$ cat src/rtl/pc_redirect_unit.sv
// ---------------------------------------------------------------------------
// pc_redirect_unit
//
// Fetch-side PC generator and instruction-fetch sequencer. Owns the fetch PC,
// issues one outstanding request at a time on the instruction bus and keeps a
// single fetched instruction buffered toward IF/ID. When the memory-stage
// branch checker resolves a redirect, this block computes the new target,
// kills wrong-path state (including a response that is still in flight) and
// restarts fetch from the target.
//
// Optional feature (build macro PC_MISALIGN_TRAP_EN):
//   When defined, a redirect to a target whose low two bits are non-zero
//   raises the registered misalign_trap output and halts fetch until the next
//   redirect or reset. When undefined, the port does not exist and the target
//   is used exactly as computed.
//
// Ports:
//   clk            clock, all state updates on the rising edge
//   reset          asynchronous, active-high reset
//   redirect_valid flush request from the branch checker
//   pc_select      PC source: 00 add4 (no redirect), 01 add_imm, 10 jalr
//   branch_pc      PC of the resolving instruction
//   imm            sign-extended immediate of the resolving instruction
//   jalr_base      forwarded rs1 value for jalr
//   stall_in       downstream stall, IF/ID not accepting
//   ireq_valid     instruction bus request valid
//   ireq_addr      instruction bus request address
//   ireq_ready     bus accepts the request this cycle
//   iresp_valid    bus response valid
//   iresp_data     fetched instruction word
//   if_valid       buffered instruction valid toward IF/ID
//   if_inst        buffered instruction word
//   if_pc          PC of the buffered instruction
//   flush_out      kill IF/ID and ID/EX this cycle
//   misalign_trap  (PC_MISALIGN_TRAP_EN only) misaligned redirect target seen
// ---------------------------------------------------------------------------
module pc_redirect_unit #(
  parameter logic [63:0] RESET_PC = 64'h0000_0000_8000_0000
) (
  input  logic        clk,
  input  logic        reset,
  input  logic        redirect_valid,
  input  logic [1:0]  pc_select,
  input  logic [63:0] branch_pc,
  input  logic [63:0] imm,
  input  logic [63:0] jalr_base,
  input  logic        stall_in,
  output logic        ireq_valid,
  output logic [63:0] ireq_addr,
  input  logic        ireq_ready,
  input  logic        iresp_valid,
  input  logic [31:0] iresp_data,
  output logic        if_valid,
  output logic [31:0] if_inst,
  output logic [63:0] if_pc,
  output logic        flush_out
`ifdef PC_MISALIGN_TRAP_EN
  ,
  output logic        misalign_trap
`endif
);

  localparam logic [1:0] PC_FROM_ADD4    = 2'b00;
  localparam logic [1:0] PC_FROM_ADD_IMM = 2'b01;
  localparam logic [1:0] PC_FROM_JALR    = 2'b10;

  localparam logic [0:0] ST_IDLE = 1'b0;
  localparam logic [0:0] ST_WAIT = 1'b1;

  logic [0:0]  state_q, state_d;
  logic [63:0] pc_q, pc_d;
  logic        drop_q, drop_d;
  logic        if_valid_q, if_valid_d;
  logic [31:0] if_inst_q, if_inst_d;
  logic [63:0] if_pc_q, if_pc_d;

  logic        take;
  logic [63:0] target;
  logic        buf_free;
  logic        fetch_halt;
  logic        req_valid;
  logic        req_fire;
  logic        consume;

  // A redirect is only real when the checker selects a non-sequential PC.
  // Gating with reset keeps flush_out low while the block is held in reset.
  assign take = !reset && redirect_valid && (pc_select != PC_FROM_ADD4);

  // Redirect target. The jalr result has bit 0 cleared as the ISA requires;
  // any unused select encoding falls back to the pc-relative form.
  always_comb begin
    target = branch_pc + imm;
    if (pc_select == PC_FROM_JALR) begin
      target = (jalr_base + imm) & ~64'h1;
    end else if (pc_select == PC_FROM_ADD_IMM) begin
      target = branch_pc + imm;
    end
  end

`ifdef PC_MISALIGN_TRAP_EN
  logic trap_q, trap_d;
  logic misaligned;

  assign misaligned = (target[1:0] != 2'b00);
  assign fetch_halt = trap_q;

  // The trap is re-evaluated on every accepted redirect, so an aligned
  // redirect both clears it and lets fetch resume.
  always_comb begin
    trap_d = trap_q;
    if (take) begin
      trap_d = misaligned;
    end
  end

  always_ff @(posedge clk or posedge reset) begin
    if (reset) begin
      trap_q <= 1'b0;
    end else begin
      trap_q <= trap_d;
    end
  end

  assign misalign_trap = trap_q;
`else
  assign fetch_halt = 1'b0;
`endif

  // The buffer can take a new instruction if it is empty or is being drained
  // this cycle; a request is only issued when its result has a place to land.
  assign buf_free  = !if_valid_q || !stall_in;
  assign req_valid = !reset && (state_q == ST_IDLE) && buf_free && !take && !fetch_halt;
  assign req_fire  = req_valid && ireq_ready;
  assign consume   = if_valid_q && !stall_in;

  // Next-state logic. A redirect overrides everything else; in WAIT it must
  // still track the outstanding response so the wrong-path word is dropped
  // instead of being loaded into the buffer later.
  always_comb begin
    state_d    = state_q;
    pc_d       = pc_q;
    drop_d     = drop_q;
    if_valid_d = if_valid_q;
    if_inst_d  = if_inst_q;
    if_pc_d    = if_pc_q;

    if (consume) begin
      if_valid_d = 1'b0;
    end

    if (take) begin
      pc_d       = target;
      if_valid_d = 1'b0;
      if (state_q == ST_WAIT) begin
        if (iresp_valid) begin
          drop_d  = 1'b0;
          state_d = ST_IDLE;
        end else begin
          drop_d = 1'b1;
        end
      end
    end else if (state_q == ST_IDLE) begin
      if (req_fire) begin
        state_d = ST_WAIT;
      end
    end else begin
      if (iresp_valid) begin
        state_d = ST_IDLE;
        if (drop_q) begin
          drop_d = 1'b0;
        end else begin
          if_inst_d  = iresp_data;
          if_pc_d    = pc_q;
          if_valid_d = 1'b1;
          pc_d       = pc_q + 64'd4;
        end
      end
    end
  end

  // State registers, cleared asynchronously.
  always_ff @(posedge clk or posedge reset) begin
    if (reset) begin
      state_q    <= ST_IDLE;
      pc_q       <= RESET_PC;
      drop_q     <= 1'b0;
      if_valid_q <= 1'b0;
      if_inst_q  <= 32'h0;
      if_pc_q    <= 64'h0;
    end else begin
      state_q    <= state_d;
      pc_q       <= pc_d;
      drop_q     <= drop_d;
      if_valid_q <= if_valid_d;
      if_inst_q  <= if_inst_d;
      if_pc_q    <= if_pc_d;
    end
  end

  assign ireq_valid = req_valid;
  assign ireq_addr  = pc_q;
  assign if_valid   = if_valid_q;
  assign if_inst    = if_inst_q;
  assign if_pc      = if_pc_q;
  assign flush_out  = take;

  // The bus only ever answers the single outstanding request.
  a_resp_only_in_wait: assert property (
    @(posedge clk) disable iff (reset) iresp_valid |-> (state_q == ST_WAIT)
  );

endmodule

$ cat config.mk
export PLATFORM = sky130hd
export DESIGN_NAME = pc_redirect_unit
export DESIGN_NICKNAME = d
export VERILOG_FILES = /design/src/rtl/pc_redirect_unit.sv
export SDC_FILE = /design/constraint.sdc
export NUM_CORES = 1
export LEC_CHECK = 0
export BUFFER_PORTS_ARGS = -buffer_cell sky130_fd_sc_hd__clkbuf_2
export CAP_MARGIN = 20
export CORE_ASPECT_RATIO = 0.8
export CORE_MARGIN = 8
export CORE_UTILIZATION = 37
export CTS_CLUSTER_DIAMETER = 200
export DETAILED_ROUTE_END_ITERATION = 7
export PLACE_DENSITY_LB_ADDON = 0.3
export SYNTH_ARGS = -nofsm -noshare
export SYNTH_HDL_FRONTEND = slang
export SYNTH_SLANG_ARGS = --single-unit
$ cat constraint.sdc
create_clock -name clk -period 8.1 [get_ports clk]
set_clock_uncertainty 0.2 [all_clocks]
set_input_delay 1.215 -clock clk [delete_from_list [all_inputs] [get_ports clk]]
set_output_delay 1.215 -clock clk [all_outputs]
set_load 0.05 [all_outputs]
==> reports/metrics.csv <==
stage,metric,value,unit
placed_design,number of I/O port buffers,394,
detailed_routing,DRT Pass-1 Iters,6,
global_routing,gr ovfl total,0,
floorplanning,FP Rows,66,
placed_design,HPWL after detailed placement,49550,um
timing,RSZ-0062 raised after global routing,false,
logic_synthesis,Compound-Gate Fraction of Synth Area,24.70,%
logic_synthesis,asr flop ratio synth,100.0,%
timing,Slew headroom,24.57,%
worst_setup_path,CP Cell Sequence,"clkbuf_2, inv_6, nand2b_2, buf_4, inv_2, clkbuf_2",
power,overall power,4.962,mW
floorplanning,Die Area,47660,um^2
finish,post-route insts no fill,2718,
finish,# fillers,4094,
worst_setup_path,maximum fanout along the worst path,90,
cts,CTS resizes,0,
floorplanning,Ports,395,
floorplanning,Die X,242.1,um
cts,CTS Buf Count,17,
timing,min Tclk post-route,4.728,ns
logic_synthesis,"Cell Area, Synth",15130,um^2
cts,"Setup Fix Bufs, Post-CTS",0,
placed_design,pre-CTS setup slack,3.098,ns
floorplanning,Die Y,196.9,um
logic_synthesis,sequential-to-total area share from yosys stat,26.97,%
logic_synthesis,Yosys warning count,0,
global_routing,first-pass GRT wire length,89530,um
placed_design,RePlAce Congestion,0.9772,
floorplanning,Initial Util,37.39,%
worst_hold_path,Worst Hold Launch,if_pc[49],
logic_synthesis,post-synthesis cell type count,82,
timing,final worst slack,3.372,ns
global_routing,initial antenna violation count,0,
finish,Layout Nets,2520,
cts,H-tree Lvls,4,
worst_setup_path,CP required,6.68,ns
worst_setup_path,WP buf/inv,5,
logic_synthesis,Post-synth EDFFs,0,
logic_synthesis,synthesized area per cell,8.291,um^2
detailed_routing,Iteration-0 DRC Markers,1629,
detailed_routing,post-route DRC violation count,0,
outcome,status,completed,
logic_synthesis,main combinational cell family by area after synthesis,compound AO/OA/AOI/OAI gates,
timing,Slew Limit Fails,0,
timing,Final TNS setup,0,ns
worst_setup_path,Crit path top cell by count,clkbuf_2,
placed_design,dpl cells,2685,
worst_setup_path,Worst setup EP type,primary output,
worst_setup_path,"Slowest-stage cell, CP",inv_2,
finish,share of cells above drive strength 1,25.77,%
cts,Clock Tree Buf Depth,2,
global_routing,largest net degree at the start of global routing,91,
logic_synthesis,ranking of synthesized cells by area,"dfrtp_1, ha_1, mux2_2",
logic_synthesis,Post-Syn Instances,1825,
timing,Final period util,58.37,%
detailed_routing,routed wire length,59210,um
power,Leak Pwr,8.322,nW
worst_setup_path,R2R Path Start,ireq_addr[13],
timing,Final Hold Fails,0,
logic_synthesis,"area leader, netlist",dfrtp_1,
timing,setup violators final,0,
global_routing,grt met3 use,5.722,%
cts,"Clk Latency, worst-skew pair",0.44,ns
logic_synthesis,Syn Nets,2185,
worst_setup_path,CP startpoint kind,input pin,
detailed_routing,vias per cell,5.717,
global_routing,met1 usage in global routing,34.79,%
worst_setup_path,Critical Path Source,reset,
run,number of max-cap violations,0,
cts,CTS tree,built,
detailed_routing,total vias in the final route,15540,
detailed_routing,Routed Antenna Nets,0,
finish,synthesis-to-finish area growth,19.74,%
cts,root buf cell,clkbuf_16,
logic_synthesis,Main synth FF type,dfrtp_1,
worst_setup_path,family with the most delay on the worst path,buffers and inverters,
worst_hold_path,type of the worst min-delay path,reg -> reg,
logic_synthesis,Synth top area share,26.79,%
power,pwr dens,273.9,nW/um^2
worst_setup_path,delay of the slowest cell on the worst path,0.57,ns
cts,Sink Count,163,
power,worst vdd ir,196.1,uV
detailed_routing,routed wire length per instance,21.78,um
global_routing,vias in the first global route,14950,
worst_setup_path,Arrival @ worst endpoint,3.31,ns
logic_synthesis,Synth Area in Simple Gates,16.87,%
floorplanning,Core ar.,40460,um^2
timing,FMAX,211.5,MHz
global_routing,global routing usage on met2,34.54,%
cts,Hold Buf Count CTS,0,
logic_synthesis,mux contribution to synthesized area,6.963,%
global_routing,GRT Util Overall,23.59,%
cts,"CTS clk-pin slew, worst paths",0.07,ns
global_routing,gr busiest metal,met1,
logic_synthesis,Post-Synth XOR/XNOR Area,10.30,%
logic_synthesis,#FFs+latches synth,163,
timing,slew at the pin closest to its max-slew limit,1.121,ns
worst_setup_path,crit path kind,in -> out,
logic_synthesis,post-synthesis adder-cell area fraction,10.68,%
==> tightest hold or removal path, stage by stage, from the launching register on <==
cell	delay [ns]
dfrtp_1	0.35
nand2_1	0.05
o21ai_0	0.06
==> path summary, 6_finish.rpt <==
kind	endpoint	slack, ns	depth (start not counted)
worst max-delay path	flush_out	3.37	6
worst min-delay path	if_pc[49]	0.28	2
worst max register to register	ireq_addr[45]	4.49	11
worst min register to register	if_pc[49]	0.28	2
max in group asynchronous	ireq_addr[17]	5.43	3
min in group asynchronous	if_pc[35]	0.71	2
==> synth_stat cells, types with 48 or more instances <==
| cell type | instances |
|---|---|
| nand2_1 | 181 |
| o21ai_0 | 123 |
| a21oi_1 | 194 |
| dfrtp_1 | 162 |
| a21o_1 | 54 |
| nor2_1 | 124 |
| nand3_1 | 48 |
| xnor2_1 | 100 |
| clkbuf_1 | 72 |
| mux2_2 | 90 |
| ha_1 | 126 |
| xor2_1 | 78 |
| inv_1 | 51 |
==> cells by family (layout without fill, tap and decap cells) <==
group                    count (synthesis)  after routing
multiplexers                            94             94
XOR/XNOR                               178            178
adder cells (fa/ha/maj)                128            128
flip-flops                             163            163
buffers and inverters                  139            487
AND/OR/NAND/NOR                        536            536
AO/OA/AOI/OAI                          587            587
other                                    0              1
==> where the power goes <==
part           switching [mW]  internal [mW]  total, mW
Clock                   0.359          0.436      0.795
Sequential              0.276           1.12       1.40
Combinational            1.99          0.773       2.77
==> cells in the final DEF (no fill, tap or decap), types with 5 or more instances in the layout <==
cell type,count
or2_2,7
a211o_1,5
nor3_1,25
a311oi_1,5
o21a_1,13
o31ai_1,8
nand3_1,48
nand4_1,47
or3_1,12
nand2_1,180
ha_1,126
inv_1,50
and2_1,12
a21o_1,54
a21oi_1,194
mux2_2,90
a221oi_1,5
and4_1,8
xnor2_1,100
o21ai_0,123
xor2_1,78
clkbuf_16,17
a211oi_1,28
inv_6,5
buf_4,9
nand2b_1,12
and3_1,27
nor2_1,124
clkbuf_2,394
dfrtp_1,162
o211ai_1,29
nor2b_1,9
o21ai_1,7
o21bai_1,39
or4_1,5
o22ai_1,10
a31oi_1,12
==> registers in the layout, summed over array words and instances (netlist names) <==
name / cells
if_inst: 32
if_pc: 64
ireq_addr: 64
drop_q: 1
if_valid: 1
state_q: 1
==> final cells by class <==
type,instances,area [um^2],share of cell area [%]
multi-input cells,1523,10540,58.17
flip-flops and latches,163,4080,22.52
repair buffers,403,2039,11.26
well taps,544,680.7,3.757
clock buffers,19,432.9,2.389
inverters,52,200.2,1.105
clock inverters,13,142.6,0.7873
diodes,1,2.502,0.01381
==> layer usage <==
metal	part of all wire (%)	wire length, um
met1	48	28220
met2	42	24710
met3	9.1	5414
met4	1.5	861
met5	0	0
==> stage by stage <==
step	utilization (%)	cell area, um^2	hold WS (ns)
after global placement	43.35	17540	0.2653
after detailed placement	43.35	17540	0.2713
after floorplan	-	15130	0.2616
after CTS	44.77	18110	0.2869
after global routing	44.77	18110	0.3136
final	44.77	18120	0.2802
(Power assumes the default switching activity.)
